<file path="config.mk">
export PLATFORM = sky130hd
export DESIGN_NAME = serial_tx_arbiter
export DESIGN_NICKNAME = d
export VERILOG_FILES = /design/src/rtl/serial_arb_pkg.sv /design/src/rtl/rr_priority_pick.sv /design/src/rtl/serial_tx_arbiter.sv
export SDC_FILE = /design/constraint.sdc
export NUM_CORES = 1
export LEC_CHECK = 0
export BUFFER_PORTS_ARGS = -buffer_cell sky130_fd_sc_hd__buf_2
export CAP_MARGIN = 10
export CORE_MARGIN = 5
export CORE_UTILIZATION = 56
export DETAILED_ROUTE_END_ITERATION = 10
export GPL_ROUTABILITY_DRIVEN = 0
export MAX_ROUTING_LAYER = met4
export PLACE_DENSITY = 0.84
export SYNTH_ARGS = -nofsm -noshare
export SYNTH_HDL_FRONTEND = slang
export SYNTH_SLANG_ARGS = --single-unit
</file>
<file path="constraint.sdc">
create_clock -name clk -period 2.97 [get_ports clk]
set_input_delay 0 -clock clk [delete_from_list [all_inputs] [get_ports clk]]
set_output_delay 0 -clock clk [all_outputs]
set_load 0.02 [all_outputs]
</file>
<file path="src/rtl/serial_arb_pkg.sv">
// ============================================================================
// Module      : serial_arb_pkg
// Description : Shared types and constants for the serial transmit arbiter.
// Revision    : 1.0 - initial release
// ============================================================================
`default_nettype none

package serial_arb_pkg;

    localparam int GRANT_W = 3;
    localparam int BYTE_W  = 8;

    typedef enum logic [2:0] {
        IDLE      = 3'd0,
        LOAD      = 3'd1,
        WAIT_COPY = 3'd2,
        GAP       = 3'd3,
        CLOSE     = 3'd4
    } arb_state_t;

endpackage

`default_nettype wire

</file>
<file path="src/rtl/rr_priority_pick.sv">
// ============================================================================
// Module      : rr_priority_pick
// Description : Round-robin winner search starting one above last_grant.
// Revision    : 1.0 - initial release
// ============================================================================
`default_nettype none

module rr_priority_pick
    import serial_arb_pkg::*;
#(
    parameter int NUM_SOURCES = 4
) (
    input  logic [NUM_SOURCES-1:0] req,
    input  logic [GRANT_W-1:0]     last_grant,
    output logic [GRANT_W-1:0]     winner,
    output logic                   any_req
);

    logic               w_hi_found;
    logic [GRANT_W-1:0] w_hi_idx;
    logic [GRANT_W-1:0] w_lo_idx;

    // Lowest request above the pointer wins; otherwise wrap to the lowest overall.
    always_comb begin
        w_hi_found = 1'b0;
        w_hi_idx   = '0;
        w_lo_idx   = '0;
        for (int i = NUM_SOURCES - 1; i >= 0; i--) begin
            if (req[i]) begin
                w_lo_idx = GRANT_W'(i);
                if (GRANT_W'(i) > last_grant) begin
                    w_hi_idx   = GRANT_W'(i);
                    w_hi_found = 1'b1;
                end
            end
        end
    end

    assign winner  = w_hi_found ? w_hi_idx : w_lo_idx;
    assign any_req = |req;

endmodule

`default_nettype wire

</file>
<file path="src/rtl/serial_tx_arbiter.sv">
// ============================================================================
// Module      : serial_tx_arbiter
// Description : Round-robin sharing of one quick_rs232 transmitter between
//               NUM_SOURCES byte producers, owning the tx handshake.
// Revision    : 1.0 - initial release
// ============================================================================
`default_nettype none

module serial_tx_arbiter
    import serial_arb_pkg::*;
#(
    parameter int NUM_SOURCES         = 4,
    parameter int COPY_TIMEOUT_CYCLES = 1000,
    parameter int GAP_CYCLES          = 10
) (
    input  logic                          clk,
    input  logic                          rst,
    input  logic [NUM_SOURCES-1:0]        req_valid,
    input  logic [BYTE_W*NUM_SOURCES-1:0] req_data,
    output logic [NUM_SOURCES-1:0]        req_ack,
    output logic                          tx_transaction,
    output logic [BYTE_W-1:0]             tx_data,
    output logic                          tx_data_ready,
    input  logic                          tx_data_copied,
    input  logic                          tx_busy,
    output logic [GRANT_W-1:0]            grant_id,
    output logic                          busy,
    output logic                          timeout_err
);

    localparam int c_CNT_MAX = (COPY_TIMEOUT_CYCLES > GAP_CYCLES) ? COPY_TIMEOUT_CYCLES : GAP_CYCLES;
    localparam int c_CNT_W   = $clog2(c_CNT_MAX + 1);
    localparam logic [c_CNT_W-1:0] c_COPY_LAST = c_CNT_W'(COPY_TIMEOUT_CYCLES - 1);
    localparam logic [c_CNT_W-1:0] c_GAP_LAST  = c_CNT_W'(GAP_CYCLES - 1);
    localparam logic [GRANT_W-1:0] c_LAST_INIT = GRANT_W'(NUM_SOURCES - 1);

    arb_state_t             r_state;
    logic [c_CNT_W-1:0]     r_cnt;
    logic [GRANT_W-1:0]     r_last_grant;
    logic [GRANT_W-1:0]     r_grant;
    logic [BYTE_W-1:0]      r_byte;
    logic [BYTE_W-1:0]      r_tx_data;
    logic                   r_tx_ready;
    logic                   r_tx_trans;
    logic [NUM_SOURCES-1:0] r_ack;
    logic                   r_timeout;

    arb_state_t             w_state_nxt;
    logic [c_CNT_W-1:0]     w_cnt_nxt;
    logic [GRANT_W-1:0]     w_last_grant_nxt;
    logic [GRANT_W-1:0]     w_grant_nxt;
    logic [BYTE_W-1:0]      w_byte_nxt;
    logic [BYTE_W-1:0]      w_tx_data_nxt;
    logic                   w_tx_ready_nxt;
    logic                   w_tx_trans_nxt;
    logic [NUM_SOURCES-1:0] w_ack_nxt;
    logic                   w_timeout_nxt;

    logic [GRANT_W-1:0]     w_winner;
    logic                   w_any_req;
    logic [BYTE_W-1:0]      w_sel_byte;
    logic [NUM_SOURCES-1:0] w_grant_onehot;

    rr_priority_pick #(
        .NUM_SOURCES (NUM_SOURCES)
    ) u_pick (
        .req        (req_valid),
        .last_grant (r_last_grant),
        .winner     (w_winner),
        .any_req    (w_any_req)
    );

    always_comb begin
        w_sel_byte     = '0;
        w_grant_onehot = '0;
        for (int i = 0; i < NUM_SOURCES; i++) begin
            if (w_winner == GRANT_W'(i)) begin
                w_sel_byte = req_data[BYTE_W*i +: BYTE_W];
            end
            if (r_grant == GRANT_W'(i)) begin
                w_grant_onehot[i] = 1'b1;
            end
        end
    end

    always_comb begin
        w_state_nxt      = r_state;
        w_cnt_nxt        = r_cnt;
        w_last_grant_nxt = r_last_grant;
        w_grant_nxt      = r_grant;
        w_byte_nxt       = r_byte;
        w_tx_data_nxt    = r_tx_data;
        w_tx_ready_nxt   = r_tx_ready;
        w_tx_trans_nxt   = r_tx_trans;
        w_ack_nxt        = '0;
        w_timeout_nxt    = 1'b0;

        case (r_state)
            IDLE: begin
                if (w_any_req) begin
                    w_byte_nxt       = w_sel_byte;
                    w_grant_nxt      = w_winner;
                    w_last_grant_nxt = w_winner;
                    w_tx_trans_nxt   = 1'b1;
                    w_state_nxt      = LOAD;
                end
            end
            LOAD: begin
                w_tx_data_nxt  = r_byte;
                w_tx_ready_nxt = 1'b1;
                w_cnt_nxt      = '0;
                w_state_nxt    = WAIT_COPY;
            end
            WAIT_COPY: begin
                if (tx_data_copied) begin
                    w_tx_ready_nxt = 1'b0;
                    w_ack_nxt      = w_grant_onehot;
                    w_cnt_nxt      = '0;
                    w_state_nxt    = GAP;
                end else if (r_cnt == c_COPY_LAST) begin
                    // Abandon the grant; the source keeps requesting and the
                    // pointer has already moved past it.
                    w_tx_ready_nxt = 1'b0;
                    w_timeout_nxt  = 1'b1;
                    w_cnt_nxt      = '0;
                    w_state_nxt    = GAP;
                end else begin
                    w_cnt_nxt = r_cnt + c_CNT_W'(1);
                end
            end
            GAP: begin
                if (r_cnt == c_GAP_LAST) begin
                    w_cnt_nxt   = '0;
                    w_state_nxt = CLOSE;
                end else begin
                    w_cnt_nxt = r_cnt + c_CNT_W'(1);
                end
            end
            CLOSE: begin
                if (!tx_busy) begin
                    w_tx_trans_nxt = 1'b0;
                    w_tx_data_nxt  = '0;
                    w_state_nxt    = IDLE;
                end
            end
            default: begin
                w_state_nxt    = IDLE;
                w_cnt_nxt      = '0;
                w_tx_ready_nxt = 1'b0;
                w_tx_trans_nxt = 1'b0;
                w_tx_data_nxt  = '0;
            end
        endcase
    end

    always_ff @(posedge clk or negedge rst) begin
        if (!rst) begin
            r_state      <= IDLE;
            r_cnt        <= '0;
            r_last_grant <= c_LAST_INIT;
            r_grant      <= '0;
            r_byte       <= '0;
            r_tx_data    <= '0;
            r_tx_ready   <= 1'b0;
            r_tx_trans   <= 1'b0;
            r_ack        <= '0;
            r_timeout    <= 1'b0;
        end else begin
            r_state      <= w_state_nxt;
            r_cnt        <= w_cnt_nxt;
            r_last_grant <= w_last_grant_nxt;
            r_grant      <= w_grant_nxt;
            r_byte       <= w_byte_nxt;
            r_tx_data    <= w_tx_data_nxt;
            r_tx_ready   <= w_tx_ready_nxt;
            r_tx_trans   <= w_tx_trans_nxt;
            r_ack        <= w_ack_nxt;
            r_timeout    <= w_timeout_nxt;
        end
    end

    assign req_ack        = r_ack;
    assign tx_transaction = r_tx_trans;
    assign tx_data        = r_tx_data;
    assign tx_data_ready  = r_tx_ready;
    assign grant_id       = r_grant;
    assign busy           = (r_state != IDLE);
    assign timeout_err    = r_timeout;

endmodule

`default_nettype wire
</file>
==> summary.md <==
| Metric | Value |
|---|---|
| Arrival @ worst endpoint | ~2300 ps |
| Post-cts hold buffer count | 3 |
| Area delta synth->final | 19.18% |
| Clk Latency, worst-skew pair | ~300 ps |
| Num rows | 22 |
| Synth Cell Area | 2198 µm² |
| Die area | ~5300 µm² |
| Sequential share of the synthesized area | 45.65% |
| Unrepaired setup endpoints after global routing | no |
| I/O Buffers | 57 |
| Seq cells post-synth | 40 |
| Max cap viols | 0 |
| Total GRT Usage | 21.70% |
| Mapped Cells | 233 |
| Grt total ovfl | 0 |
| Die width | 72.66 µm |
| Hold WC Path Type | input pin to flip-flop |
| Max FO, Critical Path | 16 |
| Rel. slew slack | between 40% and 50% |
| Setup CP Type | flip-flop to flip-flop |
| CP max stage cell | dfrtp_1 |
| Synth cell types | 48 |
| Routed vias | 2024 |
| Layout Nets | 331 |
| P_leak | about 1.2 nW |
| # resized after CTS | 0 |
| Finish-stage setup viols | 0 |
| Vias in the first global route | roughly 1900 |
| Power per cell area | ~970 nW/µm² |
| Minimum hold slack | -2.490 ps |
| Max-slew violation count | 0 |
| Placed cell count | roughly 330 |
| Crit-path cells | inv_1 > ha_1 > nor4b_1 > a31oi_1 > a31oi_4 > and2b_2 > o22a_1 |
| Initial antenna violation count | 0 |
| Inserted Diodes | 0 |
| CP max stage delay | 420 ps |
| Status | complete, but fails checks |
| Initial Util | 58.72% |
| WL/cell | 16.08 µm |
| Total number of H-tree levels | 2 |
| Top FF cell, synth | dfrtp_1 |
| Clk buf depth | 2 |
| Fin cells | between 300 and 400 |
| Height of the die | 72.66 µm |
| Synth Warn # | 0 |
| Failing checks | negative hold slack |
| Routed wire length | 5436 µm |
| Routed vias/inst | between 5 and 6 |
| Top Ports | 59 |
| Layout Skew | about 4.6 ps |
| Crit start category | flip-flop |
| Largest net degree at the start of global routing | approximately 40 |
| Period Utilization, post-route | 72.29% |
| Max frequency | 0.4657 GHz |
| Num CTS Buffers | 5 |
| Residual DRC | 0 |
| WP data required | roughly 3200 ps |
| Drt first-iter violations | 93 |
| Core area | 3744 µm² |
| Pre-antenna DRT Iters | 4 |
| Crit path time final | 2147 ps |
| Worst Tran Pin Value | 897.3 ps |
| Postcts setup bufs | 0 |
| Clock sink count | 40 |
| Syn Area/Cell | 9.435 µm² |
| Asr flop ratio synth | 100.0% |
| Share of cells above drive strength 1 | 30.00% |
| Post-synth EDFFs | 0 |
| Final core utilization | between 60 and 70% |
| Post-route ant nets | 0 |
| CTS tree | yes |
| Setup TNS | 0 ps |
| First-pass GRT wire length | 8728 µm |
| DP Wirelength | 3856 µm |
| Final Hold Fails | 1 |
| Root Buffer | clkbuf_8 |
| Mapped Nets | 275 |
| CTS clk-pin slew, worst paths | about 80 ps |
| Crit. End Element | flip-flop |
| Maximum vdd drop | 0.5341 mV |
| PnR Total Power | 2.549 mW |
## placed cells by master (no fill, tap or decap), types with 2 or more instances in the layout
cell type      synthesis  routed
dfstp_2                2       2
a21o_1                 9       9
nand2_1               30      30
a22oi_1                8       8
inv_1                  6       6
nor2_1                18      18
o22a_1                 2       2
nor4_1                 3       3
buf_2                  2      57
a21oi_1               15      15
ha_1                   2       2
dfrtp_1               38      38
xnor2_1                3       3
a32oi_1                2       2
mux2i_1                2       2
dlygate4sd3_1          0       3
and3_1                 3       3
nor3b_1                4       4
and2b_2                2       2
o211ai_1               2       2
a31oi_1                2       2
o21ai_0               16      16
nor2b_1                2       2
nand3b_1               2       2
mux2_2                 8       8
clkbuf_8               1       5
a21oi_2                2       2
nand3_1                6       6
a221oi_1               8       8
nand2b_1               4       4
nor3_1                 5       5
a31o_2                 2       2
## synthesized netlist by cell type (2+ instances only)
| cell | n | area [µm²] |
|---|---|---|
| a221oi_1 | 8 | 70.07 |
| a21oi_2 | 2 | 17.52 |
| o21ai_0 | 16 | 80.08 |
| inv_1 | 6 | 22.52 |
| o22a_1 | 2 | 17.52 |
| a31oi_1 | 2 | 12.51 |
| a21oi_1 | 15 | 75.07 |
| clkbuf_1 | 6 | 22.52 |
| xnor2_1 | 3 | 26.28 |
| o211ai_1 | 2 | 15.01 |
| dfstp_2 | 2 | 52.55 |
| nand3_1 | 6 | 30.03 |
| nand3b_1 | 2 | 15.01 |
| a21o_1 | 9 | 67.56 |
| dfrtp_1 | 38 | 950.9 |
| nor4_1 | 3 | 18.77 |
| a22oi_1 | 8 | 60.06 |
| a31o_2 | 2 | 17.52 |
| nor2_1 | 18 | 67.56 |
| and3_1 | 3 | 18.77 |
| nor3b_1 | 4 | 30.03 |
| nor3_1 | 5 | 25.02 |
| and2b_2 | 2 | 17.52 |
| nand2_1 | 30 | 112.6 |
| mux2i_1 | 2 | 20.02 |
| a32oi_1 | 2 | 17.52 |
| mux2_2 | 8 | 90.09 |
| ha_1 | 2 | 25.02 |
| nor2b_1 | 2 | 12.51 |
| buf_2 | 2 | 10.01 |
| nand2b_1 | 4 | 25.02 |
## flip-flops by register name, summed over array words and instances, names as in the netlist, 2 cells and up
register      cells
grant_id          2
r_byte            8
tx_data           8
r_cnt            10
r_last_grant      2
r_state           3
req_ack           4
## worst paths after layout
| kind | end | cells past startpoint | slack [ps] | startpoint |
|---|---|---|---|---|
| hold reg to reg | tx_data[7] | 2 | 520 | tx_data[7] |
| setup reg to reg | r_cnt[3] | 7 | 820 | r_cnt[1] |
| max in group asynchronous | r_state[1] | 2 | 2050 | rst |
| setup / recovery | r_cnt[3] | 7 | 820 | r_cnt[1] |
| min in group asynchronous | r_cnt[5] | 2 | 360 | rst |
| hold / removal | r_byte[1] | 3 | -2 | req_data[1] |
## layout make-up
type                    instances  area [µm²]
well taps                      48       60.06
repair buffers                 60       315.3
multi-input cells             176        1107
inverters                       6       22.52
flip-flops and latches         40        1003
fillers                       312        1124
clock buffers                   5       68.82
clock inverters                 3       42.54
## per-stage QoR
stage | cell area (µm²) | worst slack, ps
6_report | 2620 | 822.9
5_1_grt | 2620 | 678.1
4_1_cts | 2620 | 831.5
3_5_place_dp | 2479 | 887.7
3_3_place_gp | 2479 | 957.8
2_1_floorplan | 2198 | 1219
## cells by family (layout without fill, tap and decap cells)
kind of cell / count (synthesis) / after routing / share of synthesized area, %
compound gates: 73 / 73 / 22.88
xor+xnor: 4 / 4 / 1.594
fa+ha+maj: 2 / 2 / 1.138
buf+inv: 17 / 74 / 3.984
flops: 40 / 40 / 45.65
mux: 10 / 10 / 5.009
other cells: 1 / 1 / 0.1706
simple gates: 86 / 86 / 19.58
## routing by layer
layer,vias up,wire length [µm],GRT usage [%],part of all wire (%)
li1,960,-,-,-
met1,988,2346,28.01,43
met2,62,2671,33.57,49
met3,14,268,3.030,4.9
met4,0,150,10.45,2.8
met5,-,0,-,0
## where the power goes
| group | total [mW] | leakage (nW) | internal, mW | switching (mW) |
|---|---|---|---|---|
| Sequential | 0.976 | 0.502 | 0.750 | 0.227 |
| Combinational | 1.12 | 0.692 | 0.448 | 0.674 |
| Clock | 0.451 | 0.0541 | 0.249 | 0.202 |
## critical path, delay by kind of cell, from the launching register on
kind	cells	cell delay (ps)
AOI/OAI and AO/OA	3	770
adders and majority gates	1	130
buffers and inverters	1	90
DFF	1	420
and+or+nand+nor	2	620
Note: power is estimated with default switching activity, not from simulation.
